`config.mk`:
```
export PLATFORM = sky130hd
export DESIGN_NAME = mmio_word_fifo
export DESIGN_NICKNAME = d
export VERILOG_FILES = /design/src/rtl/mmio_fifo_pkg.sv /design/src/rtl/mmio_fifo_mem.sv /design/src/rtl/mmio_word_fifo.sv
export SDC_FILE = /design/constraint.sdc
export NUM_CORES = 1
export LEC_CHECK = 0
export ABC_AREA = 1
export ABC_CLOCK_PERIOD_IN_PS = 5100
export BUFFER_PORTS_ARGS = -buffer_cell sky130_fd_sc_hd__buf_2
export CAP_MARGIN = 15
export CORE_ASPECT_RATIO = 2
export CORE_MARGIN = 8
export CORE_UTILIZATION = 60
export CTS_CLUSTER_SIZE = 10
export DETAILED_ROUTE_END_ITERATION = 7
export PLACE_DENSITY_LB_ADDON = 0.15
export SETUP_SLACK_MARGIN = 0.4
export SYNTH_ARGS = -nofsm -noshare
export SYNTH_HDL_FRONTEND = slang
export SYNTH_HIERARCHICAL = 1
export SYNTH_SLANG_ARGS = --single-unit
```
`constraint.sdc`:
```
create_clock -name clk -period 5.1 [get_ports clk]
set_input_delay 1.02 -clock clk [delete_from_list [all_inputs] [get_ports clk]]
set_output_delay 1.02 -clock clk [all_outputs]
set_load 0.01 [all_outputs]
```
`src/rtl/mmio_fifo_pkg.sv`:
```
// mmio_fifo_pkg: shared FIFO defaults and the status word the AFU exposes over MMIO
package mmio_fifo_pkg;
    localparam int DATA_W_DEF = 64;
    localparam int DEPTH_DEF  = 8;
    localparam int CNT_W_DEF  = $clog2(DEPTH_DEF) + 1;
    typedef struct packed {
        logic                 full;
        logic                 empty;
        logic                 overflow;
        logic                 underflow;
        logic [CNT_W_DEF-1:0] count;
    } fifo_status_t;
endpackage

```
`src/rtl/mmio_fifo_mem.sv`:
```
// mmio_fifo_mem: unreset storage array, one write port and one asynchronous read port
module mmio_fifo_mem #(
    parameter int DATA_W = 64,
    parameter int DEPTH  = 8
) (
    input  logic                     clk,
    input  logic                     we,
    input  logic [$clog2(DEPTH)-1:0] waddr,
    input  logic [DATA_W-1:0]        wdata,
    input  logic [$clog2(DEPTH)-1:0] raddr,
    output logic [DATA_W-1:0]        rdata
);
    logic [DATA_W-1:0] mem [DEPTH];
    // write the accepted push word on the rising edge
    always_ff @(posedge clk) begin
        if (we) mem[waddr] <= wdata;
    end
    assign rdata = mem[raddr];
endmodule

```
`src/rtl/mmio_word_fifo.sv`:
```
// mmio_word_fifo: MMIO word FIFO with registered pop data, peek and sticky error flags
module mmio_word_fifo
    import mmio_fifo_pkg::*;
#(
    parameter int DATA_W = DATA_W_DEF,
    parameter int DEPTH  = DEPTH_DEF
) (
    input  logic                   clk,
    input  logic                   rst_n,
    input  logic                   push,
    input  logic [DATA_W-1:0]      push_data,
    input  logic                   pop,
    input  logic                   flush,
    input  logic                   clr_err,
    output logic [DATA_W-1:0]      pop_data,
    output logic                   pop_valid,
    output logic [DATA_W-1:0]      peek_data,
    output logic                   full,
    output logic                   empty,
    output logic [$clog2(DEPTH):0] count,
    output logic                   overflow,
    output logic                   underflow,
    output fifo_status_t           status
);
    localparam int PTR_W = $clog2(DEPTH);
    localparam int CNT_W = PTR_W + 1;

    logic [PTR_W-1:0]  wr_ptr_q, wr_ptr_d, rd_ptr_q, rd_ptr_d;
    logic [CNT_W-1:0]  count_q, count_d;
    logic [DATA_W-1:0] pop_data_q, pop_data_d, rd_data;
    logic              pop_valid_q, pop_valid_d;
    logic              overflow_q, overflow_d, underflow_q, underflow_d;
    logic              do_push, do_pop, ovf_evt, udf_evt;

    assign full    = count_q == CNT_W'(DEPTH);
    assign empty   = count_q == '0;
    // a pop frees the slot a full-FIFO push needs; an empty FIFO never bypasses
    assign do_push = push & ~flush & (~full | pop);
    assign do_pop  = pop & ~flush & ~empty;
    assign ovf_evt = push & ~flush & full & ~pop;
    assign udf_evt = pop & ~flush & empty;

    mmio_fifo_mem #(.DATA_W(DATA_W), .DEPTH(DEPTH)) u_mem (
        .clk   (clk),
        .we    (do_push),
        .waddr (wr_ptr_q),
        .wdata (push_data),
        .raddr (rd_ptr_q),
        .rdata (rd_data)
    );

    // next state: flush beats push/pop, new error events beat clr_err
    always_comb begin
        wr_ptr_d    = flush ? '0 : wr_ptr_q + PTR_W'(do_push);
        rd_ptr_d    = flush ? '0 : rd_ptr_q + PTR_W'(do_pop);
        count_d     = flush ? '0 : count_q + CNT_W'(do_push) - CNT_W'(do_pop);
        pop_data_d  = do_pop ? rd_data : pop_data_q;
        pop_valid_d = do_pop;
        overflow_d  = ovf_evt | (overflow_q & ~clr_err);
        underflow_d = udf_evt | (underflow_q & ~clr_err);
    end

    // state registers, cleared asynchronously by rst_n
    always_ff @(posedge clk or negedge rst_n) begin
        if (!rst_n) begin
            wr_ptr_q    <= '0;
            rd_ptr_q    <= '0;
            count_q     <= '0;
            pop_data_q  <= '0;
            pop_valid_q <= 1'b0;
            overflow_q  <= 1'b0;
            underflow_q <= 1'b0;
        end else begin
            wr_ptr_q    <= wr_ptr_d;
            rd_ptr_q    <= rd_ptr_d;
            count_q     <= count_d;
            pop_data_q  <= pop_data_d;
            pop_valid_q <= pop_valid_d;
            overflow_q  <= overflow_d;
            underflow_q <= underflow_d;
        end
    end

    assign pop_data  = pop_data_q;
    assign pop_valid = pop_valid_q;
    assign peek_data = empty ? '0 : rd_data;
    assign count     = count_q;
    assign overflow  = overflow_q;
    assign underflow = underflow_q;
    assign status    = '{full: full, empty: empty, overflow: overflow_q,
                         underflow: underflow_q, count: CNT_W_DEF'(count_q)};
endmodule

```
### After elaboration in Yosys (flattened, before gate mapping)

Memory sizes are Yosys's and may differ from the RTL's.
Cells that the tools add are included.

| operators by class | value |
|---|---|
| equality and inequality tests | 1 |
| add/subtract/negate cells | 4 |
| reduce and logical (&&, ||, !) cells | 1 |
| bitwise operators | 17 |
| multiplexer cells | 6 |

Operators with widths:

| operator | count |
|---|---|
| 64-bit two-way mux | 1 |
| 1-bit AND | 9 |
| 3-bit by 1-bit adder with 3-bit output | 2 |
| 3-bit two-way mux | 2 |
| 1-bit inverter | 5 |
| 4-bit by 1-bit adder with 4-bit output | 1 |
| 4-bit == test (second input constant) | 1 |
| 4-bit zero test | 1 |
| 4-bit two-way mux | 1 |
| 4-bit by 1-bit subtractor with 4-bit output | 1 |
| 1-bit OR | 3 |
| 1-bit two-way mux | 2 |

| storage, ports and cells | value |
|---|---|
| input port bits | 70 |
| register bits after elaboration | 77 |
| output and inout bits | 145 |
| memories | 1 |
| logic and storage cells | 37 |
| RAM bits | 512 |

Memories:

| memory | depth | bits a word | read ports | clocked after Yosys merged registers in | wr ports | line | source |
|---|---|---|---|---|---|---|---|
| u_mem.mem | 8 | 64 | 1 | 0 | 1 | mmio_fifo_mem.sv:13 | `logic [DATA_W-1:0] mem [DEPTH];` |

### Longest topological paths before layout

| depth | value |
|---|---|
| depth after elaboration | 7 |
| mapped depth | 13 |
| depth with buffers taken out | 12 |

### Cells and area by module

Netlist, hierarchy kept.

By module, submodules not included:

| module | times used | cells each | area an instance (µm²) | seq. area each (µm²) |
|---|---|---|---|---|
| mmio_fifo_mem | 1 | 2230 | 22376.5 | 15374.7 |
| mmio_word_fifo | 1 | 422 | 3784.9 | 1926.8 |

### Least setup slack after synthesis

Ideal clock, no wire load.

| timing path | value |
|---|---|
| path type | in2reg |
| from | input port flush |
| to | memory u_mem.mem[1][0] (enable) |
| cell stages on the path | 8 |
| path buffers | 1 |
| setup time | 487 ps |
| required time | 4613 ps |
| slack | 337 ps |
| arrival time | 4276 ps |
| path through | buf_2 inv_1 nand2_1 inv_1 nand2_1 inv_1 nand2_1 nor2_1 |

| between the ends | value |
|---|---|
| longest elaborated chain between the ends | 5 |

Ends and longest elaborated chain:

| element | line | source |
|---|---|---|
| start: declaration | mmio_word_fifo.sv:13 | `input logic flush,` |
| 1-bit inverter | mmio_word_fifo.sv:38 | `assign do_push = push & ~flush & (~full \| pop);` |
| 1-bit AND (2 in series) | mmio_word_fifo.sv:38 |  |
| net do_push | mmio_word_fifo.sv:33 | `logic do_push, do_pop, ovf_evt, udf_evt;` |
| 1-bit two-way mux | mmio_fifo_mem.sv:16 | `if (we) mem[waddr] <= wdata;` |
| 1-bit two-way mux (not written as such) | mmio_fifo_mem.sv:16 |  |
| end: declaration | mmio_fifo_mem.sv:13 |  |

The timed path passes the listed nets, and every way through them passes these cells.

### Final worst setup path

| timing path | value |
|---|---|
| from | register rd_ptr_q[1] |
| to | output port peek_data[4] |

| between the ends | value |
|---|---|
| longest elaborated chain between the ends | 2 |

Ends and longest elaborated chain:

| element | line | source |
|---|---|---|
| start: declaration | mmio_word_fifo.sv:28 | `logic [PTR_W-1:0] wr_ptr_q, wr_ptr_d, rd_ptr_q, rd_ptr_d;` |
| start signal: assignment | mmio_word_fifo.sv:75 | `rd_ptr_q <= rd_ptr_d;` |
| memory 8 x 64 bit | -- |  |
| net rd_data[4] | mmio_word_fifo.sv:30 | `logic [DATA_W-1:0] pop_data_q, pop_data_d, rd_data;` |
| 64-bit two-way mux | mmio_word_fifo.sv:86 | `assign peek_data = empty ? '0 : rd_data;` |
| end: declaration | mmio_word_fifo.sv:17 | `output logic [DATA_W-1:0] peek_data,` |

The timed path passes the listed nets, and every way through them passes these cells.

==> reports/qor.log <==
INFO  die            starting_density=0.6050
INFO  clock_tree     postCtsResizedCells=0
INFO  die            core-area=43,240squm
INFO  global_routing grt_pass1_wl=97,180um
INFO  finish         flow.area_growth_from_synthesis=12.40%
INFO  min_path       min-delay-path-class=reg -> reg
INFO  drt            drcViolationCount=0
INFO  die            die_w=163.7um
INFO  synthesis      postSynthAreaPerCell=9.865squm
INFO  drt            vias=17.86k
INFO  placed_design  detailedPlacementHpwl=35,840um
INFO  clock_tree     cts_buffers=68
INFO  critical_path  worst_ep_required_time=4.08ns
INFO  drt            route.detailed.vias_per_inst=5.189
INFO  global_routing grt_antenna_before_repair=8
INFO  synthesis      share_of_synthesized_area_occupied_by_flip_flops_and_latches=0.6613
INFO  sta            final-hold-violation-count=0
INFO  critical_path  critPathLaunchType=flop
INFO  sta            finalSetupViolations=0
INFO  global_routing first_global_vias=18.17k
INFO  clock_tree     clock_tree.root_cell=clkbuf_16
INFO  sta            final.setup.tns=0ns
INFO  drt            routed_wire_length_per_instance=18.17um
INFO  global_routing peak_usage_layer_in_the_global_routing_report=met2
INFO  global_routing maximum_number_of_pins_on_one_net_before_global_route_repair=184
INFO  flow_run       max_capacitance_violation_count=0
INFO  finish         final_nets=2,915
INFO  critical_path  crit_arrival=3.37ns
INFO  finish         post_route_cells_drive_above_1_share=0.1320
INFO  die            std_cell_rows=108
INFO  finish         post-route-util=0.6800
INFO  critical_path  r2r_setup_slk=2.28ns
INFO  placed_design  port_buffers=214
INFO  synthesis      syn-num-nets=2,733
INFO  clock_tree     clk_pin_slew=0.05ns
INFO  global_routing grt_util_overall=0.2471
INFO  sta            worst-slew-pin-transition=1.170ns
INFO  sta            time_the_worst_path_needs_with_i_o_delays_and_setup=4.387ns
INFO  sta            fin_worst_skew=0.02238ns
INFO  global_routing grt_use_met3=0.04186
INFO  power          ir_drop=0.0004071V
INFO  clock_tree     clk_latency=0.59ns
INFO  critical_path  crit_path_end_kind=output pin
INFO  synthesis      mappedNetlistArea=26,160squm
INFO  global_routing gr-usage-met2=0.4550
INFO  synthesis      synth.distinct_cells=24
INFO  sta            layout_worst_path_cycle_share=0.8602
INFO  finish         fillers=3,268
INFO  synthesis      yosys_warnings=6
INFO  clock_tree     cts_setup_buffers=0
INFO  sta            max-slew-margin-rel=0.2198
INFO  finish         layout.cells.most_common=nand2_1
INFO  clock_tree     cts_sinks=589
INFO  drt            finalWirelength=62,540um
INFO  global_routing grt.overflow.total=0
INFO  sta            final_max_slew_viol_count=0
INFO  die            floorplan.io_pins=215
INFO  sta            grt_setup_unrepaired=false
INFO  die            floorplan.die.height=311.3um
INFO  drt            first_iter_violations=1,257
INFO  drt            detail_route.first_pass.iterations=5
INFO  placed_design  placer_s_final_routability_congestion_estimate=0.7840
INFO  power          static_power_due_to_leakage=14.04nW
INFO  synthesis      synth_seq_cells=589
INFO  power          power_per_cell_area=446.9nW/um^2
INFO  global_routing met1_usage=0.2746
INFO  clock_tree     cts_hold_buf=0
INFO  outcome        run_status=complete, no violations
INFO  sta            fmax=228.0MHz
INFO  clock_tree     cts_max_path_buffers=3
INFO  critical_path  setup.worst_path.class=reg -> out
INFO  clock_tree     tritoncts=built
INFO  clock_tree     htree_num_levels=3
INFO  critical_path  crit_fanout=85
INFO  die            design.die.area=50,950squm
INFO  synthesis      synthCells=2,652
INFO  finish         layout_common_cells=nand2_1 (907), inv_1 (597), edfxtp_1 (512)
INFO  drt            antenna_violating_nets_post_route=0
## registers in the layout, indices dropped and copies added, names as in the netlist
signal / flops
wr_ptr_q: 3
pop_valid: 1
count: 4
pop_data: 64
overflow: 1
rd_ptr_q: 3
underflow: 1
u_mem/mem: 512
## path summary, 6_finish.rpt
check	start	endpoint	depth (start not counted)
max	rd_ptr_q[1]	peek_data[4]	8
min	pop_data[58]	pop_data[58]	2
max reg2reg	count[2]	u_mem/mem[4][20]	8
min reg2reg	pop_data[58]	pop_data[58]	2
max in group asynchronous	rst_n	rd_ptr_q[1]	2
min in group asynchronous	rst_n	pop_data[60]	1
## kinds of logic (layout without fill, tap and decap cells)
| group | after synthesis | after routing | synth area share |
|---|---|---|---|
| fa+ha+maj | 11 | 11 | 0.005548 |
| xor+xnor | 3 | 3 | 0.001005 |
| other cells | 0 | 4 | 0 |
| buf+inv | 729 | 964 | 0.1195 |
| simple gates | 1252 | 1252 | 0.1924 |
| flops | 589 | 589 | 0.6613 |
| compound gates | 68 | 68 | 0.02023 |
## through the flow
stage	instances	instance area, sq um	power [mW]	worst slack (ns)	hold WS [ns]
after global placement	3314	27450	8.848	1.386	0.4586
after global routing	3440	29400	13.79	0.5699	0.4959
after detailed placement	3314	27450	8.944	1.373	0.4633
after CTS	3437	29400	13.27	0.7433	0.4772
final	3441	29410	13.14	0.7131	0.4743
after floorplan	2652	26160	7.898	0.3375	0.5154
## critical path, cell delays in order (launching register included)
cell and delay, ns:
dfrtp_4 0.81, buf_4 0.90, nand3_1 0.23, nand2_1 0.12, nand2_1 0.05, nand2_1 0.16, inv_1 0.08, nor2_1 0.10
buf_2 0.14
## power by group
group          internal [mW]  switching [mW]  leakage [nW]  total (mW)
sequential              5.58           0.180          5.59        5.76
clock                   2.51            1.82         0.925        4.33
combinational           1.01            2.05          7.52        3.06
total                   9.10            4.04          14.0        13.1
## routing by layer
layer  routed length (um)  share of wire
met2                33460           0.53
met3                 4027          0.064
met1                23110           0.37
met4                 1920          0.031
met5                   26        0.00042
## layout make-up
type / count / area, sq um / share of cell area
antenna: 4 / 10.01 / 0.0003404
clock buffer: 117 / 1886 / 0.06412
clock inverter: 6 / 60.06 / 0.002042
inverter: 601 / 2263 / 0.07697
multi-input combinational: 1334 / 5807 / 0.1975
sequential: 589 / 17310 / 0.5887
tap: 550 / 688.2 / 0.02340
timing repair buffer: 240 / 1381 / 0.04697
## Yosys cell counts
library cell / instances / area [sq um]
nand2_1: 907 / 3405
inv_1: 599 / 2248
edfxtp_1: 512 / 15370
nand3_1: 259 / 1296
nor2_1: 83 / 311.6
dfrtp_1: 77 / 1927
buf_2: 57 / 285.3
o21ai_2: 50 / 437.9
buf_4: 31 / 232.7
buf_6: 24 / 270.3
clkbuf_1: 10 / 37.54
ha_1: 10 / 125.1
o21ai_0: 10 / 50.05
o21ai_1: 5 / 25.02
buf_1: 4 / 15.01
xnor2_1: 3 / 26.28
a21oi_1: 2 / 10.01
buf_8: 2 / 30.03
inv_2: 2 / 7.510
fa_1: 1 / 20.02
nand2_2: 1 / 6.260
nor2_2: 1 / 6.260
nor3b_1: 1 / 7.510
o22ai_1: 1 / 6.260
No activity file was read; power rests on OpenSTA's default activity.
